===== src/rtl/uart_tx_stream.sv =====
// uart_tx_stream: drains a valid/ready word stream onto an asynchronous UART
// line. Each frame is a start bit, WIDTH data bits LSB first, an optional
// parity bit, then STOP_BITS stop bits. Every bit lasts CLOCKS_PER_BIT clocks.
// The word is copied into a local shift register at the handshake, so the
// upstream side is free to change s_data/s_valid while the frame is on the line.
module uart_tx_stream #(
    parameter int CLOCKS_PER_BIT = 174,
    parameter int WIDTH          = 8,
    parameter int PARITY         = 0,
    parameter int STOP_BITS      = 1
) (
    input  logic             clk,
    input  logic             rstn,
    input  logic             s_valid,
    input  logic [WIDTH-1:0] s_data,
    output logic             s_ready,
    output logic             tx,
    output logic             busy
);

    localparam int              CNT_W      = (CLOCKS_PER_BIT > 2) ? $clog2(CLOCKS_PER_BIT) : 1;
    localparam logic [CNT_W-1:0] CNT_LAST  = CNT_W'(CLOCKS_PER_BIT - 1);
    localparam logic [3:0]      DATA_LAST  = 4'(WIDTH - 1);
    localparam logic [3:0]      STOP_LAST  = 4'(STOP_BITS - 1);
    localparam logic            HAS_PARITY = (PARITY != 0) ? 1'b1 : 1'b0;

    typedef enum logic [2:0] {
        ST_IDLE   = 3'd0,
        ST_START  = 3'd1,
        ST_DATA   = 3'd2,
        ST_PARITY = 3'd3,
        ST_STOP   = 3'd4
    } state_t;

    // Parity of the accepted word: odd parity makes data+parity carry an odd
    // number of ones, even parity an even number.
    function automatic logic parity_bit(input logic [WIDTH-1:0] word);
        logic ones_odd;
        ones_odd = ^word;
        if (PARITY == 1) begin
            return ~ones_odd;
        end else begin
            return ones_odd;
        end
    endfunction

    state_t           state_r;
    logic [CNT_W-1:0] clk_cnt_r;
    logic [3:0]       bit_cnt_r;
    logic [WIDTH-1:0] shift_r;
    logic             par_r;
    logic             tx_r;
    logic             s_ready_r;
    logic             busy_r;
    logic             bit_end_s;

    assign bit_end_s = (clk_cnt_r == CNT_LAST);
    assign tx        = tx_r;
    assign s_ready   = s_ready_r;
    assign busy      = busy_r;

    // Frame sequencer: accepts a word, then walks start/data/parity/stop bits
    // with a per-bit clock counter; all outputs are registered here.
    always_ff @(posedge clk or negedge rstn) begin
        if (!rstn) begin
            state_r   <= ST_IDLE;
            clk_cnt_r <= '0;
            bit_cnt_r <= 4'd0;
            shift_r   <= '0;
            par_r     <= 1'b0;
            tx_r      <= 1'b1;
            s_ready_r <= 1'b0;
            busy_r    <= 1'b0;
        end else begin
            case (state_r)
                ST_IDLE: begin
                    clk_cnt_r <= '0;
                    bit_cnt_r <= 4'd0;
                    if (s_ready_r && s_valid) begin
                        shift_r   <= s_data;
                        par_r     <= parity_bit(s_data);
                        tx_r      <= 1'b0;
                        s_ready_r <= 1'b0;
                        busy_r    <= 1'b1;
                        state_r   <= ST_START;
                    end else begin
                        tx_r      <= 1'b1;
                        s_ready_r <= 1'b1;
                        busy_r    <= 1'b0;
                    end
                end
                ST_START: begin
                    if (bit_end_s) begin
                        clk_cnt_r <= '0;
                        bit_cnt_r <= 4'd0;
                        tx_r      <= shift_r[0];
                        state_r   <= ST_DATA;
                    end else begin
                        clk_cnt_r <= clk_cnt_r + CNT_W'(1);
                    end
                end
                ST_DATA: begin
                    if (bit_end_s) begin
                        clk_cnt_r <= '0;
                        if (bit_cnt_r == DATA_LAST) begin
                            bit_cnt_r <= 4'd0;
                            if (HAS_PARITY) begin
                                tx_r    <= par_r;
                                state_r <= ST_PARITY;
                            end else begin
                                tx_r    <= 1'b1;
                                state_r <= ST_STOP;
                            end
                        end else begin
                            bit_cnt_r <= bit_cnt_r + 4'd1;
                            shift_r   <= shift_r >> 1;
                            tx_r      <= shift_r[1];
                        end
                    end else begin
                        clk_cnt_r <= clk_cnt_r + CNT_W'(1);
                    end
                end
                ST_PARITY: begin
                    if (bit_end_s) begin
                        clk_cnt_r <= '0;
                        bit_cnt_r <= 4'd0;
                        tx_r      <= 1'b1;
                        state_r   <= ST_STOP;
                    end else begin
                        clk_cnt_r <= clk_cnt_r + CNT_W'(1);
                    end
                end
                ST_STOP: begin
                    if (bit_end_s) begin
                        clk_cnt_r <= '0;
                        if (bit_cnt_r == STOP_LAST) begin
                            bit_cnt_r <= 4'd0;
                            s_ready_r <= 1'b1;
                            busy_r    <= 1'b0;
                            state_r   <= ST_IDLE;
                        end else begin
                            bit_cnt_r <= bit_cnt_r + 4'd1;
                        end
                    end else begin
                        clk_cnt_r <= clk_cnt_r + CNT_W'(1);
                    end
                end
                default: begin
                    state_r   <= ST_IDLE;
                    clk_cnt_r <= '0;
                    bit_cnt_r <= 4'd0;
                    tx_r      <= 1'b1;
                    s_ready_r <= 1'b0;
                    busy_r    <= 1'b0;
                end
            endcase
        end
    end

endmodule

===== config.mk =====
export PLATFORM = sky130hd
export DESIGN_NAME = uart_tx_stream
export DESIGN_NICKNAME = d
export VERILOG_FILES = /design/src/rtl/uart_tx_stream.sv
export SDC_FILE = /design/constraint.sdc
export NUM_CORES = 1
export LEC_CHECK = 0
export BUFFER_PORTS_ARGS = -buffer_cell sky130_fd_sc_hd__buf_2
export CAP_MARGIN = 20
export CORE_MARGIN = 2
export CORE_UTILIZATION = 55
export DETAILED_ROUTE_END_ITERATION = 6
export GPL_ROUTABILITY_DRIVEN = 0
export HOLD_SLACK_MARGIN = 0.12
export PLACE_DENSITY = 0.73
export SYNTH_ARGS = -nofsm -noshare
export SYNTH_HDL_FRONTEND = slang
export SYNTH_SLANG_ARGS = --single-unit

===== constraint.sdc =====
create_clock -name clk -period 2.5 [get_ports clk]
set_input_delay 0.5 -clock clk [delete_from_list [all_inputs] [get_ports clk]]
set_output_delay 0.5 -clock clk [all_outputs]
set_load 0.01 [all_outputs]

==> metrics.cfg, run 1 <==
[drt]
drt_first_iter_violations = 22
routed_wl_um = 2500
vias = 988
via_per_inst = 5.74
wl_per_cell_um = 14.6
firstDrtPassIters = 4
drc = 0
ant_nets = 0

[setup_path]
reg2reg_depth = 4
worstPathArrival_ps = 2290
critPathLaunch = state_r[1]
crit_fanout = 11
crit_path_end_kind = flip-flop
r2r_end = state_r[2]
critPathLaunchType = flip-flop
critPathKind = reg -> reg
critPathCapture = state_r[2]
cpMaxStageDelayCell = o2bb2ai_1
slowest_delay_ps = 570
worstPathCellList = o21ba_2 -> o2bb2ai_1 -> and2_4 -> mux2_4
timing.rr.start = state_r[1]
required_ps = 2730
reg2reg_slack_ps = 430

[floorplanning]
die_y_um = 55.7
initial_core_util_pct = 58.8
dieArea_um2 = 3100
pin_count = 14
core_area_um2 = 2500
die_w_um = 55.7
std_cell_rows = 18

[yosys]
syn_nets = 144
ys_ff_latch = 26
synthDistinctLibCells = 39
ys_dominant_reg_cell = dfrtp_1
syn_area_per_cell_um2 = 11.4
synth_edf_count = 0
yosysMostFrequentCell = dfrtp_1
yosysWarnings = 0
netlist_top_cells_count = dfrtp_1, nor2_1, mux2_4, mux2_2, nand2_1
syn_area_um2 = 1470
synth-async-reset-ratio_pct = 100
yosys.area.top_type = dfrtp_1
synth_top_area_share_pct = 42.6
yosysSeqAreaShare_pct = 44.4
yosys-top-cells-area = dfrtp_1, mux2_4, mux2_2
postSynthCellCount = 129

[clock_tree]
clock_sinks = 26
path_clk_slew_ps = 150
cts_root_buffer = clkbuf_4
worstSkewPairLatency_ps = 320
clockBufferDepth = 2
cts_setup_buffers = 0
ctsHoldBuffers = 0
h-tree-depth = 1
cts_tree = yes
cts_buffers = 3
cts_resized = 0

[timing]
fin_crit_sh_pct = 82.6
slew_headroom_pct = 53.5
worst_pin_slew_ps = 698
fmax_mhz = 484
slew_violations = 0
rsz0062_at_grt = false
finalHoldViolations = 0
fin_worst_skew_ps = 8.18
fin_crit_ps = 2070
finalSetupViolations = 0
hold-worst-slack_ps = 149
tns_ps = 0

[finish]
final_nets = 158
syn_to_final_growth_pct = 8.94
final_util_pct = 64.0
fillers = 222
diodes = 0
seq_area_um2 = 652
drive_gt1_share_pct = 33.1
fin_cells = 172
multi_input_area_um2 = 763

[outcome]
status = complete, no violations

[placement]
io_buffer_count = 13
dp_cells = 168
dp_hpwl_um = 1840

[global_routing]
grt.total_usage_pct = 18.1
grt_pass1_wl_um = 4510
antenna_found_initial = 0
grt_max_degree = 27
grt_pass1_vias = 1029
grt-ovfl-total = 0

[power]
p_leak_nw = 0.746
power.density_nw_per_um2 = 1080
ir_drop_mv = 0.658

[run]
cap_viol_max_count = 0

[hold_path]
hold_class = in -> async

==> cell usage in the layout (no fill, tap or decap), drive strengths merged, types with 3 or more instances in the layout <==
| cell type | count |
|---|---|
| o21ai | 4 |
| nor3b | 4 |
| a21oi | 4 |
| nand3 | 3 |
| and3 | 3 |
| clkbuf | 3 |
| nor2b | 3 |
| nor2 | 15 |
| xor2 | 5 |
| dfrtp | 25 |
| mux2 | 19 |
| buf | 15 |
| nand2 | 6 |
| ha | 4 |
| inv | 4 |
| and2 | 3 |
==> metrics by stage <==
| stage | power (mW) | cell area, µm² | worst slack, ps |
|---|---|---|---|
| 2_1_floorplan | 1.31 | 1470 | 750 |
| 3_3_place_gp | 1.41 | 1550 | 493 |
| 3_5_place_dp | 1.45 | 1550 | 451 |
| 4_1_cts | 1.74 | 1600 | 435 |
| 5_1_grt | 1.86 | 1600 | 207 |
| 6_report | 1.73 | 1600 | 434 |
==> cell type report <==
| cell class | count | area share (%) |
|---|---|---|
| Multi-Input combinational cell | 93 | 47.7 |
| Sequential cell | 26 | 40.7 |
| Timing Repair Buffer | 15 | 5.00 |
| Tap cell | 30 | 2.35 |
| Clock inverter | 1 | 1.88 |
| Clock buffer | 3 | 1.41 |
| Inverter | 4 | 0.938 |
==> report_power, final <==
group	switching (mW)	internal, mW
combinational	0.337	0.412
sequential	0.130	0.561
clock	0.127	0.162
total	0.594	1.14
==> cell families (layout without fill, tap and decap cells) <==
group / after synthesis / in the layout / share of synthesized area (%)
XOR/XNOR: 6 / 6 / 3.58
multiplexers: 19 / 19 / 17.1
AO/OA/AOI/OAI: 21 / 21 / 11.0
flip-flops: 26 / 26 / 44.4
adder cells (fa/ha/maj): 4 / 4 / 3.41
AND/OR/NAND/NOR: 43 / 43 / 16.9
buffers and inverters: 10 / 23 / 3.66
==> worst max-delay path, delay by kind of cell (launching register included) <==
kind             cells  cell delay (ps)
AO/OA/AOI/OAI        2              840
flip-flops           1              530
multiplexers         1              300
AND/OR/NAND/NOR      1              300
==> routing by layer <==
layer / share of wire (%) / wire, µm / track usage [%] / vias up
met3: 3.3 / 83 / 2.56 / 4
met1: 48 / 1210 / 25.0 / 489
met2: 47 / 1170 / 29.1 / 17
met5: 0 / 0 / 0 / -
met4: 1.2 / 31 / 6.27 / 0
li1: - / - / - / 478
==> state kept, by name (all words and copies together), names as in the netlist <==
name       flops
clk_cnt_r      8
shift_r        8
bit_cnt_r      4
state_r        3
busy           1
s_ready        1
tx             1
==> how the worst min path moves through the flow <==
stage / from / endpoint / cells past startpoint
after global routing: rstn / state_r[1] / 1
after global placement: shift_r[3] / shift_r[3] / 1
final: rstn / clk_cnt_r[5] / 1
after detailed placement: shift_r[5] / shift_r[5] / 1
after CTS: rstn / clk_cnt_r[5] / 1
after floorplan: rstn / bit_cnt_r[0] / 0
(Power assumes the default switching activity.)
==> inputs of run 2 (changes only) <==
--- a/config.mk
+++ b/config.mk
@@ -5,6 +5,7 @@
 export SDC_FILE = /design/constraint.sdc
 export NUM_CORES = 1
 export LEC_CHECK = 0
+export ABC_AREA = 1
 export BUFFER_PORTS_ARGS = -buffer_cell sky130_fd_sc_hd__buf_2
 export CAP_MARGIN = 20
 export CORE_MARGIN = 2
==> constraint.sdc (replaced) <==
create_clock -name clk -period 2.1 [get_ports clk]
set_input_delay 0.42 -clock clk [delete_from_list [all_inputs] [get_ports clk]]
set_output_delay 0.42 -clock clk [all_outputs]
set_load 0.01 [all_outputs]
==> metrics.cfg, run 2 <==
[outcome]
status = complete, no violations

[finish]
final_nets = 226  ; +43%
final_common_cell = nand2_1
diodes = 0  ; unchanged
largest_registers = clk_cnt_r: 8 flops, shift_r: 8 flops, bit_cnt_r: 4 flops
syn_to_final_growth_pct = 9.52
final_util_pct = 65.0  ; +1.0 points
final_cell_mix = nand2_1, dfrtp_1, nor2_1
drive_gt1_share_pct = 16.2  ; -17 points

[timing]
fin_crit_ps = 1570  ; -496 ps
fmax_mhz = 637  ; +32%
fin_crit_sh_pct = 74.8  ; -7.9 points
fin_worst_skew_ps = 14.1  ; +5.88 ps
slew_headroom_pct = 62.3  ; +8.9 points
tns_ps = 0  ; unchanged
finalHoldViolations = 0  ; unchanged
slew_violations = 0  ; unchanged
rsz0062_at_grt = false
finalSetupViolations = 0  ; unchanged
worst_pin_slew_ps = 565  ; -133 ps

[global_routing]
grt-ovfl-total = 0  ; unchanged
grt_pass1_vias = 1327  ; +29%
grt.total_usage_pct = 21.4  ; +3.3 points
antenna_found_initial = 0  ; unchanged
grt_max_degree = 27  ; unchanged
grt_pass1_wl_um = 5490  ; +22%

[yosys]
synth_edf_count = 0  ; unchanged
synth.area.mux_share_pct = 0  ; -17 points
yosysMostFrequentCell = nand2_1
syn_nets = 209  ; +45%
synth_top_family_by_area = simple AND/OR/NAND/NOR gates
ys_ff_latch = 26  ; unchanged
synth_fa_ha_area_share_pct = 3.34  ; -0.065 points
postSynthCellCount = 194  ; +50%
yosysSeqAreaShare_pct = 43.5  ; -0.85 points
synth_compound_area_share_pct = 3.84  ; -7.1 points
synth_xor_xnor_area_share_pct = 1.75  ; -1.8 points
synthSimpleGateAreaFrac_pct = 41.5  ; +25 points
yosys-top-cells-area = dfrtp_1, nand2_1, nand3_1
synth_top_area_share_pct = 41.8  ; -0.82 points
syn_area_per_cell_um2 = 7.72  ; -32%
synthDistinctLibCells = 24  ; -38%
syn_area_um2 = 1500  ; +2.0%
yosys.area.top_type = dfrtp_1
ys_dominant_reg_cell = dfrtp_1
netlist_top_cells_count = nand2_1, dfrtp_1, nor2_1, inv_1, nand3_1
synth-async-reset-ratio_pct = 100  ; unchanged
yosysWarnings = 0  ; unchanged

[setup_path]
critPathKind = reg -> reg
worstPathCellList = inv_1 -> ha_1 -> nand2_1 -> nor2_1 -> nand2_1 -> nand2_4 -> nand2_1 -> nand2_1 -> nand2_1
critPathLaunchType = flip-flop
slowest_delay_ps = 430  ; -140 ps
crit_path_end_kind = flip-flop
crit_top_cell = nand2_1
timing.rr.start = clk_cnt_r[1]
reg2reg_depth = 9  ; +5
worstPathArrival_ps = 1790  ; -500 ps
r2r_end = state_r[1]
required_ps = 2320  ; -410 ps
crit_fanout = 17  ; +6
cpMaxStageDelayCell = dfrtp_1
reg2reg_slack_ps = 530  ; +100 ps

[floorplanning]
dieArea_um2 = 3160  ; +1.8%
die_y_um = 56.2  ; +0.91%
initial_core_util_pct = 59.4  ; +0.62 points
pin_count = 14  ; unchanged
die_w_um = 56.2  ; +0.91%
core_area_um2 = 2520  ; +0.90%
std_cell_rows = 18  ; unchanged

[drt]
firstDrtPassIters = 4  ; unchanged
ant_nets = 0  ; unchanged
vias = 1286  ; +30%
routed_wl_um = 2980  ; +19%
drc = 0  ; unchanged
via_per_inst = 5.36  ; -6.7%
wl_per_cell_um = 12.4  ; -15%
drt_first_iter_violations = 44  ; +100%

[power]
ir_drop_mv = 0.441  ; -33%
p_leak_nw = 0.870  ; +17%
power.density_nw_per_um2 = 533  ; -51%

[clock_tree]
clockBufferDepth = 2  ; unchanged
path_clk_slew_ps = 150  ; about the same
worstSkewPairLatency_ps = 320  ; about the same
clock_sinks = 26  ; unchanged
cts_root_buffer = clkbuf_4
cts_buffers = 3  ; unchanged
cts_tree = yes
cts_resized = 0  ; unchanged
h-tree-depth = 1  ; unchanged

[placement]
io_buffer_count = 13  ; unchanged
dp_hpwl_um = 2240  ; +22%

[run]
cap_viol_max_count = 0  ; unchanged

[hold_path]
hold_path_depth = 3
hold_class = in -> reg
hp-start = s_valid
hold_end = busy

-- run 2: cell types whose count changed after synthesis, sizes merged, moves of 3 or more --
| cell | previous run | this run |
|---|---|---|
| nand2 | 6 | 84 |
| mux2 | 19 | 0 |
| inv | 4 | 16 |
| nand3 | 3 | 14 |
| nand4 | 1 | 9 |
| nor3 | 0 | 4 |
| and2 | 3 | 0 |
| nor2b | 3 | 0 |
-- run 2: metal layers --
| layer | vias up | global-route usage, % | wire length [µm] |
|---|---|---|---|
| li1 | 657 | - | - |
| met1 | 592 | 27.4 | 1320 |
| met2 | 29 | 36.0 | 1510 |
| met3 | 8 | 4.42 | 93 |
| met4 | 0 | 7.14 | 56 |
| met5 | - | 0 | 0 |
-- run 2: layout make-up --
cell class	instances	area, µm²
multi-input combinational	149	756
clock inverter	1	30.0
sequential	26	652
fill	234	882
inverter	16	60.1
timing repair buffer	15	82.6
clock buffer	3	22.5
tap	30	37.5
-- run 2: through the flow --
| stage | cell area, µm² | instances | setup WS, ps | hold WS, ps | total power, mW |
|---|---|---|---|---|---|
| floorplan | 1500 | 194 | 744 | 124 | 0.517 |
| global placement | 1580 | 235 | 599 | 442 | 0.536 |
| detailed placement | 1580 | 235 | 564 | 447 | 0.537 |
| CTS | 1640 | 240 | 529 | 378 | 0.881 |
| global route | 1640 | 240 | 390 | 397 | 0.903 |
| finish | 1640 | 240 | 530 | 380 | 0.874 |
-- run 2: worst max-delay path by stage --
stage,from,to,slack (ps)
final,clk_cnt_r[1],state_r[1],530
after global routing,clk_cnt_r[1],shift_r[2],390
after CTS,clk_cnt_r[1],state_r[1],530
after detailed placement,clk_cnt_r[1],state_r[2],560
after global placement,clk_cnt_r[1],state_r[2],600
after floorplan,clk_cnt_r[1],shift_r[0],740
-- run 2: power by group --
| group | leakage, nW | switching [mW] | internal, mW | total (mW) |
|---|---|---|---|---|
| clock network | 0.0279 | 0.153 | 0.193 | 0.346 |
| registers | 0.330 | 0 | 0.501 | 0.501 |
| logic | 0.512 | 0.0162 | 0.0108 | 0.0270 |
-- run 2: worst max-delay path, delay by kind of cell (launching register included) --
family,cells,cell delay (ps)
simple gates,7,840
fa+ha+maj,1,130
flops,1,430
buf+inv,1,60
-- run 2: logic make-up (layout without fill, tap and decap cells) --
kind of cell | count (synthesis) | in the layout
AND/OR/NAND/NOR | 131 | 131
flip-flops | 26 | 26
buffers and inverters | 19 | 35
AO/OA/AOI/OAI | 11 | 11
adder cells (fa/ha/maj) | 4 | 4
XOR/XNOR | 3 | 3
-- run 2: timing repair --
| action | CTS | global route |
|---|---|---|
| hold endpoints to repair | 25 | 0 |
| hold buffers | 1 | 0 |
| buffers inserted | 0 | 0 |
